--- src/rtl/instr_fetch_unit.sv ---
// Multicycle instruction fetch: PC, req/ack instruction-memory port, valid/ready issue to decode.
// Optional misaligned-redirect trap (fetch_fault, FAULT state) enabled by IFU_MISALIGN_CHECK_EN.
module instr_fetch_unit #(
  parameter int                ADDR_W   = 32,
  parameter logic [ADDR_W-1:0] RESET_PC = {ADDR_W{1'b0}}
) (
  input  logic              clk,
  input  logic              rst_n,
  output logic              imem_req,
  output logic [ADDR_W-1:0] imem_addr,
  input  logic              imem_ack,
  input  logic [31:0]       imem_rdata,
  output logic [31:0]       instr,
  output logic [5:0]        opcode,
  output logic [ADDR_W-1:0] instr_pc,
  output logic              instr_valid,
  input  logic              instr_ready,
  input  logic              redirect,
  input  logic [ADDR_W-1:0] redirect_pc
`ifdef IFU_MISALIGN_CHECK_EN
  ,
  output logic              fetch_fault
`endif
);

  typedef enum logic [2:0] {
    IDLE  = 3'd0,
    FETCH = 3'd1,
    ISSUE = 3'd2,
    DRAIN = 3'd3
`ifdef IFU_MISALIGN_CHECK_EN
    ,
    FAULT = 3'd4
`endif
  } state_t;

  state_t            state_r;
  state_t            redirTarget_s;
  state_t            drainTarget_s;
  logic [ADDR_W-1:0] pc_r;
  logic [ADDR_W-1:0] redirPc_s;
  logic [ADDR_W-1:0] pcPlus4_s;
`ifdef IFU_MISALIGN_CHECK_EN
  logic              misaligned_s;
  logic              drainFault_r;
`endif

  assign opcode    = instr[31:26];
  assign pcPlus4_s = pc_r + ADDR_W'(32'd4);

  // Redirect target address and the state reached once any outstanding request is retired.
  always_comb begin
`ifdef IFU_MISALIGN_CHECK_EN
    redirPc_s     = redirect_pc;
    misaligned_s  = (redirect_pc[1:0] != 2'b00);
    redirTarget_s = misaligned_s ? FAULT : FETCH;
    drainTarget_s = drainFault_r ? FAULT : FETCH;
`else
    redirPc_s     = redirect_pc & {{(ADDR_W-2){1'b1}}, 2'b00};
    redirTarget_s = FETCH;
    drainTarget_s = FETCH;
`endif
  end

  // Fetch FSM with all handshake and instruction outputs registered.
  always_ff @(posedge clk or negedge rst_n) begin
    if (!rst_n) begin
      state_r     <= IDLE;
      pc_r        <= RESET_PC;
      imem_req    <= 1'b0;
      imem_addr   <= RESET_PC;
      instr       <= 32'h0000_0000;
      instr_pc    <= {ADDR_W{1'b0}};
      instr_valid <= 1'b0;
`ifdef IFU_MISALIGN_CHECK_EN
      fetch_fault  <= 1'b0;
      drainFault_r <= 1'b0;
`endif
    end else if (redirect) begin
      pc_r        <= redirPc_s;
      instr_valid <= 1'b0;
      // An unacknowledged request keeps its address; the new PC waits behind the ack.
      if ((state_r == FETCH || state_r == DRAIN) && !imem_ack) begin
        state_r <= DRAIN;
`ifdef IFU_MISALIGN_CHECK_EN
        drainFault_r <= misaligned_s;
`endif
      end else begin
        state_r   <= redirTarget_s;
        imem_req  <= (redirTarget_s == FETCH);
        imem_addr <= redirPc_s;
`ifdef IFU_MISALIGN_CHECK_EN
        fetch_fault  <= (redirTarget_s == FAULT);
        drainFault_r <= 1'b0;
`endif
      end
    end else begin
      case (state_r)
        IDLE: begin
          state_r   <= FETCH;
          imem_req  <= 1'b1;
          imem_addr <= pc_r;
        end
        FETCH: begin
          if (imem_ack) begin
            state_r     <= ISSUE;
            instr       <= imem_rdata;
            instr_pc    <= pc_r;
            pc_r        <= pcPlus4_s;
            imem_req    <= 1'b0;
            instr_valid <= 1'b1;
          end else begin
            imem_req <= 1'b1;
          end
        end
        ISSUE: begin
          if (instr_ready) begin
            state_r     <= FETCH;
            instr_valid <= 1'b0;
            imem_req    <= 1'b1;
            imem_addr   <= pc_r;
          end else begin
            instr_valid <= 1'b1;
          end
        end
        DRAIN: begin
          if (imem_ack) begin
            state_r   <= drainTarget_s;
            imem_req  <= (drainTarget_s == FETCH);
            imem_addr <= pc_r;
`ifdef IFU_MISALIGN_CHECK_EN
            fetch_fault  <= (drainTarget_s == FAULT);
            drainFault_r <= 1'b0;
`endif
          end else begin
            imem_req <= 1'b1;
          end
        end
`ifdef IFU_MISALIGN_CHECK_EN
        FAULT: begin
          imem_req    <= 1'b0;
          fetch_fault <= 1'b1;
        end
`endif
        default: begin
          state_r     <= IDLE;
          imem_req    <= 1'b0;
          instr_valid <= 1'b0;
        end
      endcase
    end
  end

endmodule
--- config.mk ---
export PLATFORM = sky130hd
export DESIGN_NAME = instr_fetch_unit
export DESIGN_NICKNAME = d
export VERILOG_FILES = /design/src/rtl/instr_fetch_unit.sv
export SDC_FILE = /design/constraint.sdc
export NUM_CORES = 1
export LEC_CHECK = 0
export CAP_MARGIN = 20
export CORE_UTILIZATION = 35
export DETAILED_ROUTE_END_ITERATION = 10
export SLEW_MARGIN = 20
export SYNTH_ARGS = -nofsm -noshare
export SYNTH_HDL_FRONTEND = slang
export SYNTH_SLANG_ARGS = --single-unit
export TNS_END_PERCENT = 50
--- constraint.sdc ---
create_clock -name clk -period 2.6 [get_ports clk]
set_clock_uncertainty 0.2 [all_clocks]
set_input_delay 0.52 -clock clk [delete_from_list [all_inputs] [get_ports clk]]
set_output_delay 0.52 -clock clk [all_outputs]
set_load 0.01 [all_outputs]
# --- Word level (Yosys, flattened, before mapping) ---
# Index checks and enable logic that the tools add are counted.
word_totals:
  regBits: 133
  elab_cells: 54
op_classes:
  add_sub_neg: 1
  eq_ne: 8
  muxes: 23
  n_bitwise: 1
  reduce_logical: 14
ops:
  columns: ["cell", "n"]
  rows:
  - ["2-to-1 mux 32 bit", 7]
  - ["one-hot mux 32 bit (3 select lines)", 1]
  - ["adder 32 x 3 -> 32 bit (second input constant)", 1]
  - ["2-to-1 mux 3 bit", 4]
  - ["one-hot mux 3 bit (4 select lines)", 1]
  - ["!= test 3 bit (second input constant)", 3]
  - ["2-to-1 mux 1 bit", 7]
  - ["== test 3 x 2 -> 1 bit (second input constant)", 2]
  - ["one-hot mux 1 bit (3 select lines)", 2]
  - ["AND reduction 2 bit", 3]
  - ["AND reduction 3 bit", 2]
  - ["AND reduction 4 bit", 1]
  - ["nonzero test 2 bit", 2]
  - ["nonzero test 4 bit", 1]
  - ["== test 3 x 1 -> 1 bit (second input constant)", 1]
  - ["zero test 3 bit", 1]
  - ["2-to-1 mux 2 bit", 1]
  - ["!= test 2 x 1 -> 1 bit (second input constant)", 1]
  - ["!= test 2 bit (second input constant)", 1]
  - ["OR reduction 2 bit", 1]
  - ["logical AND 1 bit", 1]
  - ["zero test 1 bit", 1]
  - ["logical OR 1 bit", 1]
  - ["NOT 1 bit", 1]

# --- Logic depth before layout (Yosys ltp) ---
# Gate-level depths: netlist of the first run.
logic_depth:
  word_depth: 5
  mapped_depth: 8
  ltp_nobuf: 6

# --- Worst setup path before layout of the first run ---
# Ideal clock, no wire load.
synth_timing:
  kind: "reg-to-reg"
  start: "reg state_r[0]"
  end: "reg imem_addr[10]"
  setup_time_ps: 125
  arrival_time_ps: 1860
  required_ps: 2275
  setup_slack_ps: 416
  path_stages_with_launch: 8
  period_less_slack_ps: 2184
  cell_sequence: "dfrtp_1 inv_1 ha_1 or4_1 and3b_1 clkbuf_1 buf_2 mux2_2"
synth_via:
  elab_chain_len: 5
  word_cells_on_any_way: 13
  cone_classes: "eq/ne: 6; mux: 2; reduce/logical: 5"
synth_lines:
  columns: ["item", "line_no", "text"]
  rows:
  - ["start, declared", "37", "state_t state_r;"]
  - ["start signal, assigned", "89", "state_r <= redirTarget_s;"]
  - ["start signal, assigned", "128", "state_r <= drainTarget_s;"]
  - ["== test 3 x 1 -> 1 bit / == test 3 x 2 -> 1 bit (equally long branches)", "83, 98", null]
  - ["logical OR 1 bit", "83", "if ((state_r == FETCH || state_r == DRAIN) && !imem_ack) begin"]
  - ["logical AND 1 bit", "83", null]
  - ["!= test 2 bit (no line)", null, null]
  - ["AND reduction 4 bit (no line)", null, null]
  - ["end signal, assigned", "91", "imem_addr <= redirPc_s;"]
  - ["end signal, assigned", "102", "imem_addr <= pc_r;"]
  - ["end signal, assigned", "121", "imem_addr <= pc_r;"]
  - ["end, declared", "10", "output logic [ADDR_W-1:0] imem_addr,"]
# Several ways; a longest one is shown, not always the timed one.
# A chain may end at the register's enable or synchronous reset.

# --- Worst setup path after layout of the first run ---
layout_timing:
  start: "reg state_r[1]"
  end: "reg pc_r[29]"
layout_via:
  elab_chain_len: 3
layout_lines:
  columns: ["item", "line_no", "text"]
  rows:
  - ["== test 3 x 1 -> 1 bit", "98", "case (state_r)"]
  - ["nonzero test 2 bit (no line)", null, null]
  - ["AND reduction 2 bit (no line)", null, null]
  - ["end signal, assigned", "80", "pc_r <= redirPc_s;"]
  - ["end signal, assigned", "109", "pc_r <= pcPlus4_s;"]
  - ["end, declared", "40", "logic [ADDR_W-1:0] pc_r;"]
# No other way between the ends.

==> impl_results.html, run 1 <==
<table>
<tr><th>Metric</th><th>Value</th></tr>
<tr><th colspan="2">Status</th></tr>
<tr><td>Result of the run</td><td>finished clean</td></tr>
<tr><th colspan="2">Global routing</th></tr>
<tr><td>Largest net degree at the start of global routing</td><td>just over 60</td></tr>
<tr><td>Combined global-route utilization of all metal layers</td><td>0.180</td></tr>
<tr><td>Residual overflow from global routing</td><td>0</td></tr>
<tr><td>Antenna violations before repair</td><td>1</td></tr>
<tr><td>Vias in the first global route</td><td>roughly 4,800</td></tr>
<tr><td>Global-route wire length before repair</td><td>about 25,000 µm</td></tr>
<tr><th colspan="2">Logic synthesis</th></tr>
<tr><td>Syn Area/Cell</td><td>between 10 and 15 µm²</td></tr>
<tr><td>Library cell with the largest summed area after synthesis</td><td>sky130_fd_sc_hd__dfrtp_1</td></tr>
<tr><td>Distinct cell type count of the synthesized netlist</td><td>between 40 and 50</td></tr>
<tr><td>Async SR Flop Fraction</td><td>1.00</td></tr>
<tr><td>EDFF count, synth</td><td>0</td></tr>
<tr><td>Count of synthesis-stage warnings from yosys</td><td>0</td></tr>
<tr><td>Count of mapped cells out of synthesis</td><td>about 500</td></tr>
<tr><td>Synth Cell Area</td><td>a little under 6000 µm²</td></tr>
<tr><td>Cells taking the most area after synthesis</td><td>sky130_fd_sc_hd__dfrtp_1 (54%), sky130_fd_sc_hd__mux2_2 (19%), sky130_fd_sc_hd__o21ai_0 (3.0%), sky130_fd_sc_hd__nand2_1 (2.1%), sky130_fd_sc_hd__inv_1 (1.5%)</td></tr>
<tr><td>Fraction of synthesized cell area taken by the top area cell type</td><td>0.535</td></tr>
<tr><td>Most instantiated flip-flop cell in the synthesis netlist</td><td>sky130_fd_sc_hd__dfrtp_1</td></tr>
<tr><td>Share of synthesized area occupied by flip-flops and latches</td><td>0.535</td></tr>
<tr><td>Flop and latch count out of synthesis</td><td>~130</td></tr>
<tr><th colspan="2">STA</th></tr>
<tr><td>Pins Over Slew Limit</td><td>0</td></tr>
<tr><td>Setup repair after global routing missed its margin</td><td>no</td></tr>
<tr><td>Ratio of final minimum period to clock period</td><td>0.907</td></tr>
<tr><td>Crit path time final</td><td>2.36 ns</td></tr>
<tr><td>Count of final hold-check violations</td><td>0</td></tr>
<tr><td>Worst Slack Setup Final</td><td>~0.24 ns</td></tr>
<tr><td>Number of endpoints failing setup at the final stage</td><td>0</td></tr>
<tr><td>Max Fclk</td><td>around 0.42 GHz</td></tr>
<tr><td>Hold slack final</td><td>between 0.2 and 0.3 ns</td></tr>
<tr><th colspan="2">Final layout</th></tr>
<tr><td>Antenna diode count</td><td>0</td></tr>
<tr><td>Layout fillers</td><td>around 1,500</td></tr>
<tr><td>Final nets</td><td>~750</td></tr>
<tr><td>Area added between synthesis and finish</td><td>42.6%</td></tr>
<tr><td>Layout cells sized above 1</td><td>0.227</td></tr>
<tr><td>Most used cells in the layout excluding fill and tap cells</td><td>sky130_fd_sc_hd__clkdlybuf4s50_1 (166), sky130_fd_sc_hd__dfrtp_1 (127), sky130_fd_sc_hd__mux2_2 (101)</td></tr>
<tr><td>Most common cell after layout, fill and taps aside</td><td>sky130_fd_sc_hd__clkdlybuf4s50_1</td></tr>
<tr><td>Count of placed standard cells in the final layout, fillers left out</td><td>just over 900</td></tr>
<tr><td>Post-layout utilization of the core</td><td>0.510</td></tr>
<tr><th colspan="2">Worst setup path</th></tr>
<tr><td>Required arrival time at the worst endpoint</td><td>about 2.7 ns</td></tr>
<tr><td>Crit path launch type</td><td>flip-flop</td></tr>
<tr><td>Arr. time, crit path</td><td>2.47 ns</td></tr>
<tr><td>Number of cell instances on the worst register-to-register path</td><td>6</td></tr>
<tr><td>Worst setup path start</td><td>state_r[1]</td></tr>
<tr><td>Crit Path Max Fanout</td><td>8</td></tr>
<tr><td>Endpoint type of the worst setup path</td><td>flip-flop</td></tr>
<tr><td>Critical setup path kind</td><td>reg2reg</td></tr>
<tr><td>Startpoint of the worst register-to-register path</td><td>state_r[1]</td></tr>
<tr><td>Worst reg2reg setup slack</td><td>around 0.24 ns</td></tr>
<tr><th colspan="2">Placement</th></tr>
<tr><td>Post-detailed-placement half-perimeter wirelength</td><td>around 11,000 µm</td></tr>
<tr><td>Number of buffers added on ports</td><td>between 150 and 200</td></tr>
<tr><td>Post-Place Worst Slack</td><td>-0.0323 ns</td></tr>
<tr><td>Final RePlAce weighted congestion</td><td>0.744</td></tr>
<tr><td>Placed Cells</td><td>just under 900</td></tr>
<tr><th colspan="2">Die</th></tr>
<tr><td>Core box area</td><td>around 17,000 µm²</td></tr>
<tr><td>Die extent in x</td><td>approximately 130 µm</td></tr>
<tr><td>Number of cell rows</td><td>47</td></tr>
<tr><td>Die ar.</td><td>around 17,000 µm²</td></tr>
<tr><td>DIE HEIGHT</td><td>~130 µm</td></tr>
<tr><td>Count of pins on the block boundary</td><td>~170</td></tr>
<tr><td>Starting density of the core</td><td>0.358</td></tr>
<tr><th colspan="2">Pwr</th></tr>
<tr><td>Switching power of the nets</td><td>between 2 and 3 mW</td></tr>
<tr><td>Leakage component of the power</td><td>around 3.5 nW</td></tr>
<tr><td>Cell internal power dissipation</td><td>between 6 and 7 mW</td></tr>
<tr><td>Power per unit of standard cell area</td><td>1080 nW/µm²</td></tr>
<tr><td>Combinational share of power</td><td>0.403</td></tr>
<tr><td>Worst-case vdd ir drop</td><td>0.000553 V</td></tr>
<tr><td>Sw Share</td><td>0.297</td></tr>
<tr><td>Part of the total power dissipated in sequential elements</td><td>0.361</td></tr>
<tr><td>Total Power Consumption</td><td>around 9.1 mW</td></tr>
<tr><td>Part of the power in the clock network</td><td>0.236</td></tr>
<tr><th colspan="2">Detailed routing</th></tr>
<tr><td>Routed wire length per instance</td><td>about 16 µm</td></tr>
<tr><td>Number of antenna-violating nets in the routed design</td><td>0</td></tr>
<tr><td>DR pass1 iterations</td><td>4</td></tr>
<tr><td>DR iter-0 viols</td><td>233</td></tr>
<tr><td>Vias</td><td>around 4,500</td></tr>
<tr><td>Vias/cell</td><td>between 4 and 5</td></tr>
<tr><td>Total detailed-routing wirelength</td><td>~15,000 µm</td></tr>
<tr><td>Drc violations</td><td>0</td></tr>
<tr><th colspan="2">Min path</th></tr>
<tr><td>Worst Hold Launch</td><td>redirect</td></tr>
<tr><td>Number of stages on the worst hold path</td><td>2</td></tr>
<tr><td>Type of the most critical hold path</td><td>in2reg</td></tr>
<tr><th colspan="2">Clock network</th></tr>
<tr><td>Total CTS buffers</td><td>17</td></tr>
<tr><td>Root cell of the clock tree</td><td>sky130_fd_sc_hd__clkbuf_16</td></tr>
<tr><td>Clock latency on the worst-skew pair</td><td>0.41 ns</td></tr>
<tr><td>TritonCTS clock tree</td><td>yes</td></tr>
<tr><td>Hold_buf cts</td><td>1</td></tr>
<tr><td>Reg clk slew, reported paths</td><td>0.05 ns</td></tr>
<tr><td>Total of cells resized after clock tree synthesis</td><td>0</td></tr>
<tr><td>Buffer levels on the longest clock path</td><td>2</td></tr>
<tr><td>CTS sink count</td><td>approximately 130</td></tr>
<tr><td>Post-CTS repair timing setup buffer count</td><td>0</td></tr>
<tr><td>Number of levels in the clock H-tree</td><td>4</td></tr>
<tr><th colspan="2">Job</th></tr>
<tr><td>Count of max-cap constraint violations</td><td>0</td></tr>
</table>
## worst paths after layout
kind,endpoint
worst min-delay path,instr_valid
min in group asynchronous,imem_addr[21]
worst max-delay path,pc_r[29]
worst max register to register,pc_r[29]
max in group asynchronous,imem_req
worst min register to register,imem_addr[22]
## Yosys cell counts, types with 2 or more instances
cell	number
sky130_fd_sc_hd__dfrtp_1	127
sky130_fd_sc_hd__mux2_2	101
sky130_fd_sc_hd__o21ai_0	36
sky130_fd_sc_hd__nand2_1	33
sky130_fd_sc_hd__inv_1	24
sky130_fd_sc_hd__nor2_1	16
sky130_fd_sc_hd__buf_2	14
sky130_fd_sc_hd__nand3_1	14
sky130_fd_sc_hd__clkbuf_1	12
sky130_fd_sc_hd__nand4_1	10
sky130_fd_sc_hd__xnor2_1	10
sky130_fd_sc_hd__buf_4	9
sky130_fd_sc_hd__a31oi_1	7
sky130_fd_sc_hd__and4_1	7
sky130_fd_sc_hd__mux2i_1	7
sky130_fd_sc_hd__nor3_1	7
sky130_fd_sc_hd__or3_1	7
sky130_fd_sc_hd__or4_1	7
sky130_fd_sc_hd__ha_1	6
sky130_fd_sc_hd__nand2b_1	6
sky130_fd_sc_hd__and3_1	5
sky130_fd_sc_hd__a21oi_1	4
sky130_fd_sc_hd__o211ai_1	3
sky130_fd_sc_hd__o31ai_1	3
sky130_fd_sc_hd__a211oi_1	2
sky130_fd_sc_hd__and2_1	2
sky130_fd_sc_hd__and3b_1	2
sky130_fd_sc_hd__nor2b_1	2
sky130_fd_sc_hd__nor4_1	2
## layout make-up
| type | count | area [µm²] | share of cell area |
|---|---|---|---|
| flip-flops and latches | 127 | 3180 | 0.375 |
| clock inverters | 8 | 67.6 | 0.00798 |
| multi-input cells | 318 | 2490 | 0.294 |
| inverters | 24 | 90.1 | 0.0106 |
| well taps | 220 | 275 | 0.0325 |
| clock buffers | 21 | 460 | 0.0544 |
| repair buffers | 190 | 1910 | 0.225 |
## power by group through the flow
stage	Clock (mW)	Combinational [mW]	Sequential [mW]
after global routing	2.29	3.93	3.41
after detailed placement	0	3.71	3.33
after global placement	0	3.67	3.28
after floorplan	0	1.36	3.57
final	2.15	3.67	3.29
after CTS	2.21	3.73	3.31
## layer usage
metal / up-vias / part of all wire / track usage
li1: 2138 / - / -
met1: 2216 / 0.45 / 0.232
met2: 130 / 0.47 / 0.291
met3: 16 / 0.065 / 0.0565
met4: 0 / 0.013 / 0.0543
met5: - / 0 / 0
## flip-flops by register name, indices dropped and copies added, names as in the netlist
name and cells:
imem_addr 31, instr 32, instr_valid 1, pc_r 30, state_r 2, instr_pc 30, imem_req 1
## critical path, stage by stage, from the launching register on
cell,delay (ns)
sky130_fd_sc_hd__dfrtp_1,0.40
sky130_fd_sc_hd__inv_1,0.12
sky130_fd_sc_hd__ha_1,0.32
sky130_fd_sc_hd__and4_1,0.33
sky130_fd_sc_hd__nand4_4,0.13
sky130_fd_sc_hd__or4_1,0.49
sky130_fd_sc_hd__a211oi_1,0.27
## cells by family after synthesis
group / after synthesis / share of synthesized area
compound gates: 65 / 0.0657
fa+ha+maj: 6 / 0.0126
xor+xnor: 10 / 0.0147
other cells: 1 / 0.000632
flops: 127 / 0.535
mux: 108 / 0.203
buf+inv: 60 / 0.0478
simple gates: 127 / 0.120
## stage by stage
step / TNS (ns) / cell area (µm²)
detailed placement: -0.0323 / 7930
floorplan: 0 / 5940
global route: 0 / 8470
global placement: 0 / 7930
CTS: 0 / 8470
finish: 0 / 8470
Power figures use the tool's default switching activity.
==> run 2, diff against run 1 <==
--- a/config.mk
+++ b/config.mk
@@ -6,6 +6,7 @@
 export NUM_CORES = 1
 export LEC_CHECK = 0
 export CAP_MARGIN = 20
+export CORE_ASPECT_RATIO = 1.75
 export CORE_UTILIZATION = 35
 export DETAILED_ROUTE_END_ITERATION = 10
 export SLEW_MARGIN = 20
==> constraint.sdc (replaced) <==
create_clock -name clk -period 2.6 [get_ports clk]
set_clock_uncertainty 0.2 [all_clocks]
set_input_delay 0.65 -clock clk [delete_from_list [all_inputs] [get_ports clk]]
set_output_delay 0.65 -clock clk [all_outputs]
set_load 0.01 [all_outputs]
==> impl_results.html, run 2 (same netlist as run 1, synthesis figures left out) <==
<table>
<tr><th>Metric</th><th>Value</th></tr>
<tr><th colspan="2">Worst setup path</th></tr>
<tr><td>Critical Path Slowest Stage Cell</td><td>sky130_fd_sc_hd__dfrtp_1</td></tr>
<tr><td>Endpoint type of the worst setup path</td><td>flip-flop</td></tr>
<tr><td>CP Cell Sequence</td><td>inv_1, ha_1, and4_1, buf_4, nand2_1, or4_1, a31oi_1</td></tr>
<tr><td>Count of buffering cells on the critical path with inverters included</td><td>2 (+1)</td></tr>
<tr><td>Depth of the critical timing path with buffers and inverters included</td><td>7 (+1)</td></tr>
<tr><td>Crit-path max cell delay</td><td>0.42 ns (-0.07 ns)</td></tr>
<tr><td>Delay-heaviest family, CP</td><td>simple AND/OR/NAND/NOR gates</td></tr>
<tr><td>Crit path launch type</td><td>flip-flop</td></tr>
<tr><td>Required arrival time at the worst endpoint</td><td>2.72 ns (about the same)</td></tr>
<tr><td>Critical setup path kind</td><td>reg2reg</td></tr>
<tr><td>Crit Path Max Fanout</td><td>8 (unchanged)</td></tr>
<tr><td>Number of cell instances on the worst register-to-register path</td><td>7 (+1)</td></tr>
<tr><td>Arr. time, crit path</td><td>2.45 ns (-0.02 ns)</td></tr>
<tr><th colspan="2">Die</th></tr>
<tr><td>Die extent in x</td><td>100 µm (-24%)</td></tr>
<tr><td>Starting density of the core</td><td>0.359 (+0.00130)</td></tr>
<tr><td>Count of pins on the block boundary</td><td>173 (unchanged)</td></tr>
<tr><td>Die ar.</td><td>17,500 µm² (+0.12%)</td></tr>
<tr><td>DIE HEIGHT</td><td>174 µm (+32%)</td></tr>
<tr><td>Core box area</td><td>16,500 µm² (-0.36%)</td></tr>
<tr><td>Number of cell rows</td><td>62 (+32%)</td></tr>
<tr><th colspan="2">Pwr</th></tr>
<tr><td>Worst-case vdd ir drop</td><td>0.000560 V (+1.3%)</td></tr>
<tr><td>Power per unit of standard cell area</td><td>1090 nW/µm² (+0.91%)</td></tr>
<tr><td>Leakage component of the power</td><td>3.52 nW (+0.44%)</td></tr>
<tr><th colspan="2">STA</th></tr>
<tr><td>Number of endpoints failing setup at the final stage</td><td>0 (unchanged)</td></tr>
<tr><td>Pins Over Slew Limit</td><td>0 (unchanged)</td></tr>
<tr><td>Hold slack final</td><td>0.301 ns (+0.0339 ns)</td></tr>
<tr><td>Max Fclk</td><td>0.429 GHz (+1.2%)</td></tr>
<tr><td>Worst Slack Setup Final</td><td>0.269 ns (+0.0277 ns)</td></tr>
<tr><td>Setup repair after global routing missed its margin</td><td>no</td></tr>
<tr><td>Ratio of final minimum period to clock period</td><td>0.896 (-0.0107)</td></tr>
<tr><td>Crit path time final</td><td>2.33 ns (-0.0277 ns)</td></tr>
<tr><td>Count of final hold-check violations</td><td>0 (unchanged)</td></tr>
<tr><th colspan="2">Final layout</th></tr>
<tr><td>Layout fillers</td><td>1,532 (+1.5%)</td></tr>
<tr><td>Most used cells in the layout excluding fill and tap cells</td><td>sky130_fd_sc_hd__clkdlybuf4s50_1 (166), sky130_fd_sc_hd__dfrtp_1 (127), sky130_fd_sc_hd__mux2_2 (101)</td></tr>
<tr><td>Most common cell after layout, fill and taps aside</td><td>sky130_fd_sc_hd__clkdlybuf4s50_1</td></tr>
<tr><td>Largest register FFs</td><td>32 (unchanged)</td></tr>
<tr><td>Final nets</td><td>757 (+0.53%)</td></tr>
<tr><td>Area added between synthesis and finish</td><td>43.4%</td></tr>
<tr><td>Largest registers</td><td>instr (32), imem_addr (31)</td></tr>
<tr><td>Layout cells sized above 1</td><td>0.228 (+0.00125)</td></tr>
<tr><td>Antenna diode count</td><td>0 (unchanged)</td></tr>
<tr><td>Top register by number of flip-flops</td><td>instr</td></tr>
<tr><th colspan="2">Global routing</th></tr>
<tr><td>Global-route wire length before repair</td><td>25,500 µm (+2.8%)</td></tr>
<tr><td>Antenna violations before repair</td><td>0 (-1)</td></tr>
<tr><td>Combined global-route utilization of all metal layers</td><td>0.190 (+0.00926)</td></tr>
<tr><td>Residual overflow from global routing</td><td>0 (unchanged)</td></tr>
<tr><td>Vias in the first global route</td><td>4,926 (+2.8%)</td></tr>
<tr><td>Met1 layer usage reported by global route</td><td>0.209 (-0.0231)</td></tr>
<tr><td>Largest net degree at the start of global routing</td><td>50 (-19%)</td></tr>
<tr><td>Met2 demand-to-capacity share in global routing</td><td>0.348 (+0.0566)</td></tr>
<tr><td>GR Layer Usage met3</td><td>0.0406 (-0.0159)</td></tr>
<tr><td>Layer carrying the most global-route usage</td><td>met2</td></tr>
<tr><th colspan="2">Detailed routing</th></tr>
<tr><td>DR pass1 iterations</td><td>4 (unchanged)</td></tr>
<tr><td>Vias/cell</td><td>4.94 (-0.32%)</td></tr>
<tr><td>Total detailed-routing wirelength</td><td>15,500 µm (+3.6%)</td></tr>
<tr><td>DR iter-0 viols</td><td>172 (-26%)</td></tr>
<tr><td>Vias</td><td>4,530 (+0.67%)</td></tr>
<tr><td>Number of antenna-violating nets in the routed design</td><td>0 (unchanged)</td></tr>
<tr><td>Drc violations</td><td>0 (unchanged)</td></tr>
<tr><td>Routed wire length per instance</td><td>16.9 µm (+2.6%)</td></tr>
<tr><th colspan="2">Status</th></tr>
<tr><td>Result of the run</td><td>finished clean</td></tr>
<tr><th colspan="2">Min path</th></tr>
<tr><td>Type of the most critical hold path</td><td>reg2reg</td></tr>
<tr><td>Number of stages on the worst hold path</td><td>1 (-1)</td></tr>
<tr><th colspan="2">Clock network</th></tr>
<tr><td>Number of levels in the clock H-tree</td><td>4 (unchanged)</td></tr>
<tr><td>Reg clk slew, reported paths</td><td>0.05 ns (about the same)</td></tr>
<tr><td>Clock latency on the worst-skew pair</td><td>0.40 ns (about the same)</td></tr>
<tr><td>CTS sink count</td><td>127 (unchanged)</td></tr>
<tr><td>Hold_buf cts</td><td>1 (unchanged)</td></tr>
<tr><td>TritonCTS clock tree</td><td>yes</td></tr>
<tr><td>Root cell of the clock tree</td><td>sky130_fd_sc_hd__clkbuf_16</td></tr>
<tr><td>Buffer levels on the longest clock path</td><td>2 (unchanged)</td></tr>
<tr><td>Total of cells resized after clock tree synthesis</td><td>0 (unchanged)</td></tr>
<tr><td>Post-CTS repair timing setup buffer count</td><td>0 (unchanged)</td></tr>
<tr><td>Total CTS buffers</td><td>17 (unchanged)</td></tr>
<tr><th colspan="2">Placement</th></tr>
<tr><td>Post-Place Worst Slack</td><td>-0.0976 ns (-0.0653 ns)</td></tr>
<tr><td>Post-detailed-placement half-perimeter wirelength</td><td>11,300 µm (+3.6%)</td></tr>
<tr><td>Number of buffers added on ports</td><td>168 (unchanged)</td></tr>
<tr><td>Final RePlAce weighted congestion</td><td>0.763 (+2.6%)</td></tr>
<tr><th colspan="2">Job</th></tr>
<tr><td>Count of max-cap constraint violations</td><td>0 (unchanged)</td></tr>
</table>
-- run 2: cell count changes in the layout (fill, tap and decap cells not counted) --
cell / before / now
sky130_fd_sc_hd__clkbuf_1: 2 / 5
sky130_fd_sc_hd__clkinv_2: 6 / 2
sky130_fd_sc_hd__clkinvlp_4: 1 / 2
sky130_fd_sc_hd__bufinv_16: 1 / 2
sky130_fd_sc_hd__buf_4: 16 / 21
sky130_fd_sc_hd__buf_12: 5 / 4
-- run 2: path summary, 6_finish.rpt --
check | from | to | slack [ns]
min reg2reg | imem_addr[22] | imem_addr[22] | 0.30
min | imem_addr[22] | imem_addr[22] | 0.30
min in group asynchronous | rst_n | instr[30] | 0.55
max reg2reg | state_r[1] | pc_r[17] | 0.27
max | state_r[1] | pc_r[17] | 0.27
max in group asynchronous | rst_n | pc_r[14] | 0.96
-- run 2: routing by layer --
| layer | up-vias | share of wire |
|---|---|---|
| li1 | 2139 | - |
| met1 | 2239 | 0.38 |
| met2 | 132 | 0.56 |
| met3 | 20 | 0.042 |
| met4 | 0 | 0.022 |
| met5 | - | 0 |
-- run 2: where the power goes --
| part | switching, mW | total [mW] | internal (mW) | leakage, nW |
|---|---|---|---|---|
| Clock | 0.823 | 2.27 | 1.45 | 0.266 |
| Sequential | 0.509 | 3.28 | 2.77 | 1.50 |
| Combinational | 1.41 | 3.70 | 2.29 | 1.75 |
-- run 2: through the flow --
step / total power [mW] / cells / TNS, ns / instance area (µm²) / utilization
6_report: 9.25 / 917 / 0 / 8520 / 0.515
5_1_grt: 9.79 / 917 / 0 / 8520 / 0.515
4_1_cts: 9.40 / 917 / 0 / 8520 / 0.515
3_5_place_dp: 7.07 / 886 / -7.29 / 7950 / 0.481
3_3_place_gp: 6.98 / 886 / -5.30 / 7950 / 0.481
2_1_floorplan: 4.93 / 505 / 0 / 5940 / -
-- run 2: final cells by class --
cell class,count,area [µm²],share of cell area
multi-input cells,318,2490,0.292
repair buffers,194,1930,0.226
flip-flops and latches,127,3180,0.373
well taps,224,280,0.0329
clock inverters,6,85.1,0.00999
inverters,24,90.1,0.0106
clock buffers,24,472,0.0554
==> run 3, diff against run 2 <==
--- a/config.mk
+++ b/config.mk
@@ -5,6 +5,7 @@
 export SDC_FILE = /design/constraint.sdc
 export NUM_CORES = 1
 export LEC_CHECK = 0
+export ABC_CLOCK_PERIOD_IN_PS = 2600
 export CAP_MARGIN = 20
 export CORE_ASPECT_RATIO = 1.75
 export CORE_UTILIZATION = 35
==> results of run 3 <==
Same layout as run 2: the final DEF is identical, and so are final timing and power.
